===== src/rtl/pwm_reg_master.sv =====
// pwm_reg_master: command/response bus initiator for the PWM register block.
// Optional boot sequencer enabled by defining PWM_REG_MASTER_BOOT_EN.
`default_nettype none

module pwm_reg_master #(
  parameter int               WIDTH          = 16,
  parameter int               MAX_ADDR       = 6,
  parameter logic [WIDTH-1:0] BOOT_PSC       = '0,
  parameter logic [WIDTH-1:0] BOOT_ARR       = WIDTH'(16'hFFFF),
  parameter logic [WIDTH-1:0] BOOT_CMP_START = '0,
  parameter logic [WIDTH-1:0] BOOT_CMP_END   = WIDTH'(16'h8000),
  parameter logic [WIDTH-1:0] BOOT_DTG       = WIDTH'(1),
  parameter logic [WIDTH-1:0] BOOT_CFG       = '0,
  parameter logic             BOOT_CEN       = 1'b1
) (
  input  logic             clk_psc_i,
  input  logic             rst_n_i,
  input  logic             cmd_valid_i,
  output logic             cmd_ready_o,
  input  logic             cmd_write_i,
  input  logic [7:0]       cmd_addr_i,
  input  logic [WIDTH-1:0] cmd_wdata_i,
  output logic             rsp_valid_o,
  input  logic             rsp_ready_i,
  output logic [WIDTH-1:0] rsp_rdata_o,
  output logic             rsp_err_o,
  output logic             wr_en_o,
  output logic             rd_en_o,
  output logic [7:0]       addr_o,
  output logic [WIDTH-1:0] wr_data_o,
  input  logic [WIDTH-1:0] rd_data_i,
  output logic             busy_o
);

  typedef enum logic [1:0] {
    S_BOOT = 2'd0,
    S_IDLE = 2'd1,
    S_BUS  = 2'd2,
    S_RESP = 2'd3
  } state_t;

`ifdef PWM_REG_MASTER_BOOT_EN
  localparam state_t RESET_STATE = S_BOOT;
`else
  localparam state_t RESET_STATE = S_IDLE;
`endif

  state_t           state_q;
  logic             cmd_ready_q;
  logic             busy_q;
  logic             wr_en_q;
  logic             rd_en_q;
  logic [7:0]       addr_q;
  logic [WIDTH-1:0] wdata_q;
  logic             err_q;
  logic             rsp_valid_q;
  logic [WIDTH-1:0] rsp_rdata_q;
  logic             rsp_err_q;
  logic             cmd_illegal;

  assign cmd_illegal = (32'(cmd_addr_i) > 32'(MAX_ADDR));

`ifdef PWM_REG_MASTER_BOOT_EN
  logic [2:0]       boot_idx_q;
  logic [7:0]       boot_addr;
  logic [WIDTH-1:0] boot_wdata;
  logic             boot_last_done;

  // Index 6 maps to addr 0 so the counter enable is written only after configuration.
  assign boot_addr      = (boot_idx_q == 3'd6) ? 8'd0 : 8'(boot_idx_q + 3'd1);
  assign boot_last_done = wr_en_q && (addr_q == 8'd0);

  always_comb begin
    boot_wdata = '0;
    case (boot_idx_q)
      3'd0:    boot_wdata = BOOT_PSC;
      3'd1:    boot_wdata = BOOT_ARR;
      3'd2:    boot_wdata = BOOT_CMP_START;
      3'd3:    boot_wdata = BOOT_CMP_END;
      3'd4:    boot_wdata = WIDTH'(BOOT_DTG[7:0]);
      3'd5:    boot_wdata = BOOT_CFG;
      default: boot_wdata = WIDTH'(BOOT_CEN);
    endcase
  end
`else
  logic unused_boot_params;
  assign unused_boot_params = ^{BOOT_PSC, BOOT_ARR, BOOT_CMP_START, BOOT_CMP_END,
                                BOOT_DTG, BOOT_CFG, BOOT_CEN};
`endif

  always_ff @(posedge clk_psc_i or negedge rst_n_i) begin
    if (!rst_n_i) begin
      state_q     <= RESET_STATE;
      cmd_ready_q <= 1'b0;
      busy_q      <= 1'b0;
      wr_en_q     <= 1'b0;
      rd_en_q     <= 1'b0;
      addr_q      <= '0;
      wdata_q     <= '0;
      err_q       <= 1'b0;
      rsp_valid_q <= 1'b0;
      rsp_rdata_q <= '0;
      rsp_err_q   <= 1'b0;
`ifdef PWM_REG_MASTER_BOOT_EN
      boot_idx_q  <= 3'd0;
`endif
    end else begin
      case (state_q)
        S_IDLE: begin
          if (cmd_valid_i && cmd_ready_q) begin
            cmd_ready_q <= 1'b0;
            busy_q      <= 1'b1;
            err_q       <= cmd_illegal;
            state_q     <= S_BUS;
            if (!cmd_illegal) begin
              wr_en_q <= cmd_write_i;
              rd_en_q <= !cmd_write_i;
              addr_q  <= cmd_addr_i;
              wdata_q <= cmd_write_i ? cmd_wdata_i : '0;
            end
          end else begin
            cmd_ready_q <= 1'b1;
          end
        end

        S_BUS: begin
          wr_en_q     <= 1'b0;
          rd_en_q     <= 1'b0;
          addr_q      <= '0;
          wdata_q     <= '0;
          rsp_valid_q <= 1'b1;
          rsp_rdata_q <= rd_en_q ? rd_data_i : '0;
          rsp_err_q   <= err_q;
          state_q     <= S_RESP;
        end

        S_RESP: begin
          if (rsp_ready_i) begin
            rsp_valid_q <= 1'b0;
            rsp_rdata_q <= '0;
            rsp_err_q   <= 1'b0;
            err_q       <= 1'b0;
            busy_q      <= 1'b0;
            cmd_ready_q <= 1'b1;
            state_q     <= S_IDLE;
          end
        end

        S_BOOT: begin
`ifdef PWM_REG_MASTER_BOOT_EN
          if (boot_last_done) begin
            wr_en_q     <= 1'b0;
            addr_q      <= '0;
            wdata_q     <= '0;
            busy_q      <= 1'b0;
            cmd_ready_q <= 1'b1;
            boot_idx_q  <= 3'd0;
            state_q     <= S_IDLE;
          end else begin
            wr_en_q <= 1'b1;
            addr_q  <= boot_addr;
            wdata_q <= boot_wdata;
            busy_q  <= 1'b1;
            if (boot_idx_q != 3'd6) begin
              boot_idx_q <= boot_idx_q + 3'd1;
            end
          end
`else
          state_q <= S_IDLE;
`endif
        end

        default: state_q <= S_IDLE;
      endcase
    end
  end

  assign cmd_ready_o = cmd_ready_q;
  assign busy_o      = busy_q;
  assign wr_en_o     = wr_en_q;
  assign rd_en_o     = rd_en_q;
  assign addr_o      = addr_q;
  assign wr_data_o   = wdata_q;
  assign rsp_valid_o = rsp_valid_q;
  assign rsp_rdata_o = rsp_rdata_q;
  assign rsp_err_o   = rsp_err_q;

endmodule

`default_nettype wire


===== config.mk =====
export PLATFORM = sky130hd
export DESIGN_NAME = pwm_reg_master
export DESIGN_NICKNAME = d
export VERILOG_FILES = /design/src/rtl/pwm_reg_master.sv
export SDC_FILE = /design/constraint.sdc
export NUM_CORES = 1
export LEC_CHECK = 0
export ABC_AREA = 1
export CORE_ASPECT_RATIO = 1.1
export CORE_MARGIN = 3
export CORE_UTILIZATION = 43
export DETAILED_ROUTE_END_ITERATION = 8
export PLACE_DENSITY = 0.8
export SLEW_MARGIN = 40
export SYNTH_ARGS = -nofsm -noshare
export SYNTH_HDL_FRONTEND = slang
export SYNTH_SLANG_ARGS = --single-unit

===== constraint.sdc =====
create_clock -name clk_psc_i -period 1.8 [get_ports clk_psc_i]
set_clock_uncertainty 0.1 [all_clocks]
set_input_delay 0.36 -clock clk_psc_i [delete_from_list [all_inputs] [get_ports clk_psc_i]]
set_output_delay 0.36 -clock clk_psc_i [all_outputs]
set_load 0.005 [all_outputs]

==> reports/qor.log <==
qor: drt.avgRoutedWirePerCell 14.24 µm
qor: yosys.number_of_enable_flip_flop_cells_after_synthesis 0
qor: grt.vias_in_the_first_global_route 1,955
qor: floorplan.placementRows 27
qor: critical_path.cp_cell_sequence clkdlybuf4s50_1
qor: timing.setup_total_negative_slack 0 ns
qor: floorplan.boundaryPins 91
qor: yosys.synth_commonest_cells 49 x sky130_fd_sc_hd__nand2_1, 48 x sky130_fd_sc_hd__dfrtp_1, 21 x sky130_fd_sc_hd__nand3_1, 21 x sky130_fd_sc_hd__o21ai_0
qor: timing.slew_headroom 68.20%
qor: drt.routed-via-count 2,005
qor: timing.fin_crit_sh 93.33%
qor: place.finalWeightedCongestion 0.7924
qor: timing.setup_viol 0
qor: yosys.postSynthAreaPerCell 9.744 µm²
qor: floorplan.floorplan.initialDensity 44.72%
qor: clock_tree.number_of_clock_buffers_inserted_by_tritoncts 5
qor: pwr.vdd.ir_drop.worst 0.5580 mV
qor: critical_path.critical_path_peak_fanout 2
qor: timing.fin_crit 1.680 ns
qor: timing.worstMarginPinSlew 0.4770 ns
qor: final_layout.filler_cell_count 413
qor: drt.finalWirelength 5538 µm
qor: pwr.power_density 891.7 mW/mm²
qor: grt.grt_pass1_wl 8914 µm
qor: clock_tree.cts.clk_slew.worst_paths 0.09 ns
qor: min_path.timing.hold.worst.class register to register
qor: yosys.synth.cell_area 0.002251 mm²
qor: critical_path.timing.critical_path.required 1.34 ns
qor: critical_path.worst-endpoint-arrival 1.22 ns
qor: drt.drc 0
qor: critical_path.path_buf_inv 1
qor: place.post-place-cells 380
qor: critical_path.crit_family buffers and inverters
qor: drt.drtIter0Drc 86
qor: yosys.synth_cells 231
qor: min_path.hold_path.startpoint addr_o[5]$_DFFE_PN0P_
qor: floorplan.die-area 0.006140 mm²
qor: clock_tree.clockRootBuffer sky130_fd_sc_hd__clkbuf_8
qor: clock_tree.clock_insertion_delay_worst_skew 0.29 ns
qor: pwr.p_leak 1.526 nW
qor: timing.hold_viol_final 0
qor: yosys.post-synth-top-count-cell sky130_fd_sc_hd__nand2_1
qor: yosys.synth.lib_cells_used.distinct 20
qor: timing.slew_viol_final 0
qor: place.placement.cell_area 0.003299 mm²
qor: clock_tree.tritoncts done
qor: yosys.ys_top_cells_by_area sky130_fd_sc_hd__dfrtp_1 53%, sky130_fd_sc_hd__nand3_2 8.9%, sky130_fd_sc_hd__nand2_1 8.2%, sky130_fd_sc_hd__nand4_1 5.6%, sky130_fd_sc_hd__nand3_1 4.7%
qor: floorplan.floorplan.core_area 0.005034 mm²
qor: clock_tree.post_cts_resized 0
qor: critical_path.critPathSlowestCell sky130_fd_sc_hd__clkdlybuf4s50_1
qor: final_layout.instances_no_fill 389
qor: yosys.synth_nets 280
qor: timing.max_clock_freq 0.5952 GHz
qor: drt.via_per_inst 5.154
qor: timing.final.hold.worst_slack 0.4020 ns
qor: critical_path.worstSetupPathType register to primary output
qor: clock_tree.cts-root-to-sink-buffers 2
qor: run.max-cap-violations 0
qor: yosys.synthDominantAreaCellType sky130_fd_sc_hd__dfrtp_1
qor: yosys.synth.top_cell.area_share 53.36%
qor: yosys.synth_flop_cell sky130_fd_sc_hd__dfrtp_1
qor: grt.grt_max_degree 37
qor: critical_path.max_stage_delay 0.53 ns
qor: final_layout.design_area 0.003411 mm²
qor: critical_path.kind_of_start_point_of_the_critical_path register
qor: final_layout.areaGrowthSynthToFinish 51.53%
qor: yosys.yosysWarningCount 0
qor: grt.grt_antenna_before_repair 0
qor: yosys.yosysSeqAreaShare 54.53%
qor: critical_path.worst_setup_path_end_kind primary output
qor: place.placement.io_buffers 90
qor: grt.grt_use_total 18.89%
qor: critical_path.reg2reg_from state_q[0]$_DFFE_PN1P_
qor: floorplan.die-height 81.88 µm
qor: final_layout.drive_above_1_share 15.41%
qor: final_layout.fin_nets 379
qor: floorplan.die_width 74.99 µm
qor: yosys.synthArstFlopShare 100.0%
qor: status.outcome complete, no violations
qor: drt.drt_pass1_iterations 4
qor: grt.overflow 0
qor: clock_tree.htree_levels 2
qor: final_layout.num_antenna_cells 0
qor: yosys.synth.ff_latch_count 49
qor: clock_tree.numClockSinks 49
qor: critical_path.worstSetupStartpoint addr_o[0]$_DFFE_PN0P_
qor: place.detailed_place_hpwl 4256 µm
qor: drt.antenna_left 0
qor: timing.grt_setup_unrepaired false
## worst reg2reg max path, delay by kind of cell (launching register included)
kind / cells / cell delay (ns)
buffers and inverters: 2 / 0.29
AND/OR/NAND/NOR: 4 / 0.39
adder cells (fa/ha/maj): 1 / 0.20
flip-flops: 1 / 0.58
## per-stage QoR
step                      util, %  worst slack [ns]  total power [W]
final                       67.76            0.1200         0.003041
after floorplan                 -            0.2383         0.001881
after global routing        67.76           0.03768         0.003241
after CTS                   67.76            0.1115         0.003085
after global placement      65.55           0.09792         0.002350
after detailed placement    65.55           0.04036         0.002382
## cells by family after synthesis
logic type,count (synthesis),synth area share [%]
flops,49,54.53
compound gates,25,5.670
simple gates,123,30.52
buf+inv,30,7.059
fa+ha+maj,4,2.224
## metal layers
metal	GRT usage [%]	routed length [µm]	up-vias
met5	0	0	-
met4	7.473	88	0
met3	3.060	244	8
met2	32.93	2966	61
met1	23.00	2239	959
li1	-	-	977
## layout make-up
cell class	count	area (µm²)	share of cell area, %
sequential	49	1227	35.99
timing repair buffer	107	1089	31.91
multi-input combinational	152	864.6	25.35
clock buffer	7	96.34	2.825
tap	58	72.57	2.128
inverter	15	56.30	1.651
clock inverter	1	5.005	0.1467
## registers in the layout (all words and copies together), names as in the netlist
signal	flops
err_q	1
busy_o	1
wr_data_o	16
rsp_err_o	1
rsp_valid_o	1
addr_o	8
wr_en_o	1
rd_en_o	1
state_q	2
cmd_ready_o	1
rsp_rdata_o	16
## worst paths after layout
kind | endpoint | slack [ns] | depth (start not counted)
min in group asynchronous | rsp_valid_o$_DFFE_PN0P_ | 0.44 | 2
hold reg to reg | addr_o[5]$_DFFE_PN0P_ | 0.40 | 2
max in group asynchronous | wr_data_o[13]$_DFFE_PN0P_ | 0.60 | 3
hold / removal | addr_o[5]$_DFFE_PN0P_ | 0.40 | 2
setup / recovery | addr_o[0] | 0.12 | 1
setup reg to reg | wr_data_o[13]$_DFFE_PN0P_ | 0.13 | 7
## power by group
group | switching (W) | leakage [nW] | internal, W
combinational | 0.000606 | 0.801 | 0.000472
sequential | 0.0000691 | 0.671 | 0.00121
clock | 0.000335 | 0.0542 | 0.000347
## cell usage in the layout, fill, tap and decap left out
cell type,count
sky130_fd_sc_hd__a21oi_1,3
sky130_fd_sc_hd__buf_12,5
sky130_fd_sc_hd__buf_2,1
sky130_fd_sc_hd__buf_4,11
sky130_fd_sc_hd__clkbuf_8,7
sky130_fd_sc_hd__clkdlybuf4s50_1,89
sky130_fd_sc_hd__clkinv_2,1
sky130_fd_sc_hd__dfrtp_1,48
sky130_fd_sc_hd__dfstp_2,1
sky130_fd_sc_hd__dlygate4sd3_1,1
sky130_fd_sc_hd__ha_1,4
sky130_fd_sc_hd__inv_1,15
sky130_fd_sc_hd__nand2_1,49
sky130_fd_sc_hd__nand2_2,2
sky130_fd_sc_hd__nand3_1,21
sky130_fd_sc_hd__nand3_2,20
sky130_fd_sc_hd__nand4_1,20
sky130_fd_sc_hd__nor2_1,7
sky130_fd_sc_hd__nor2_2,1
sky130_fd_sc_hd__nor2_4,2
sky130_fd_sc_hd__nor3_1,1
sky130_fd_sc_hd__o21ai_0,21
sky130_fd_sc_hd__o21bai_1,1
## repair_timing
action	4_1_cts	5_1_grt
hold buffers	1	0
buffers inserted	0	0
hold endpoints to repair	17	0
Note: power is estimated with default switching activity, not from simulation.
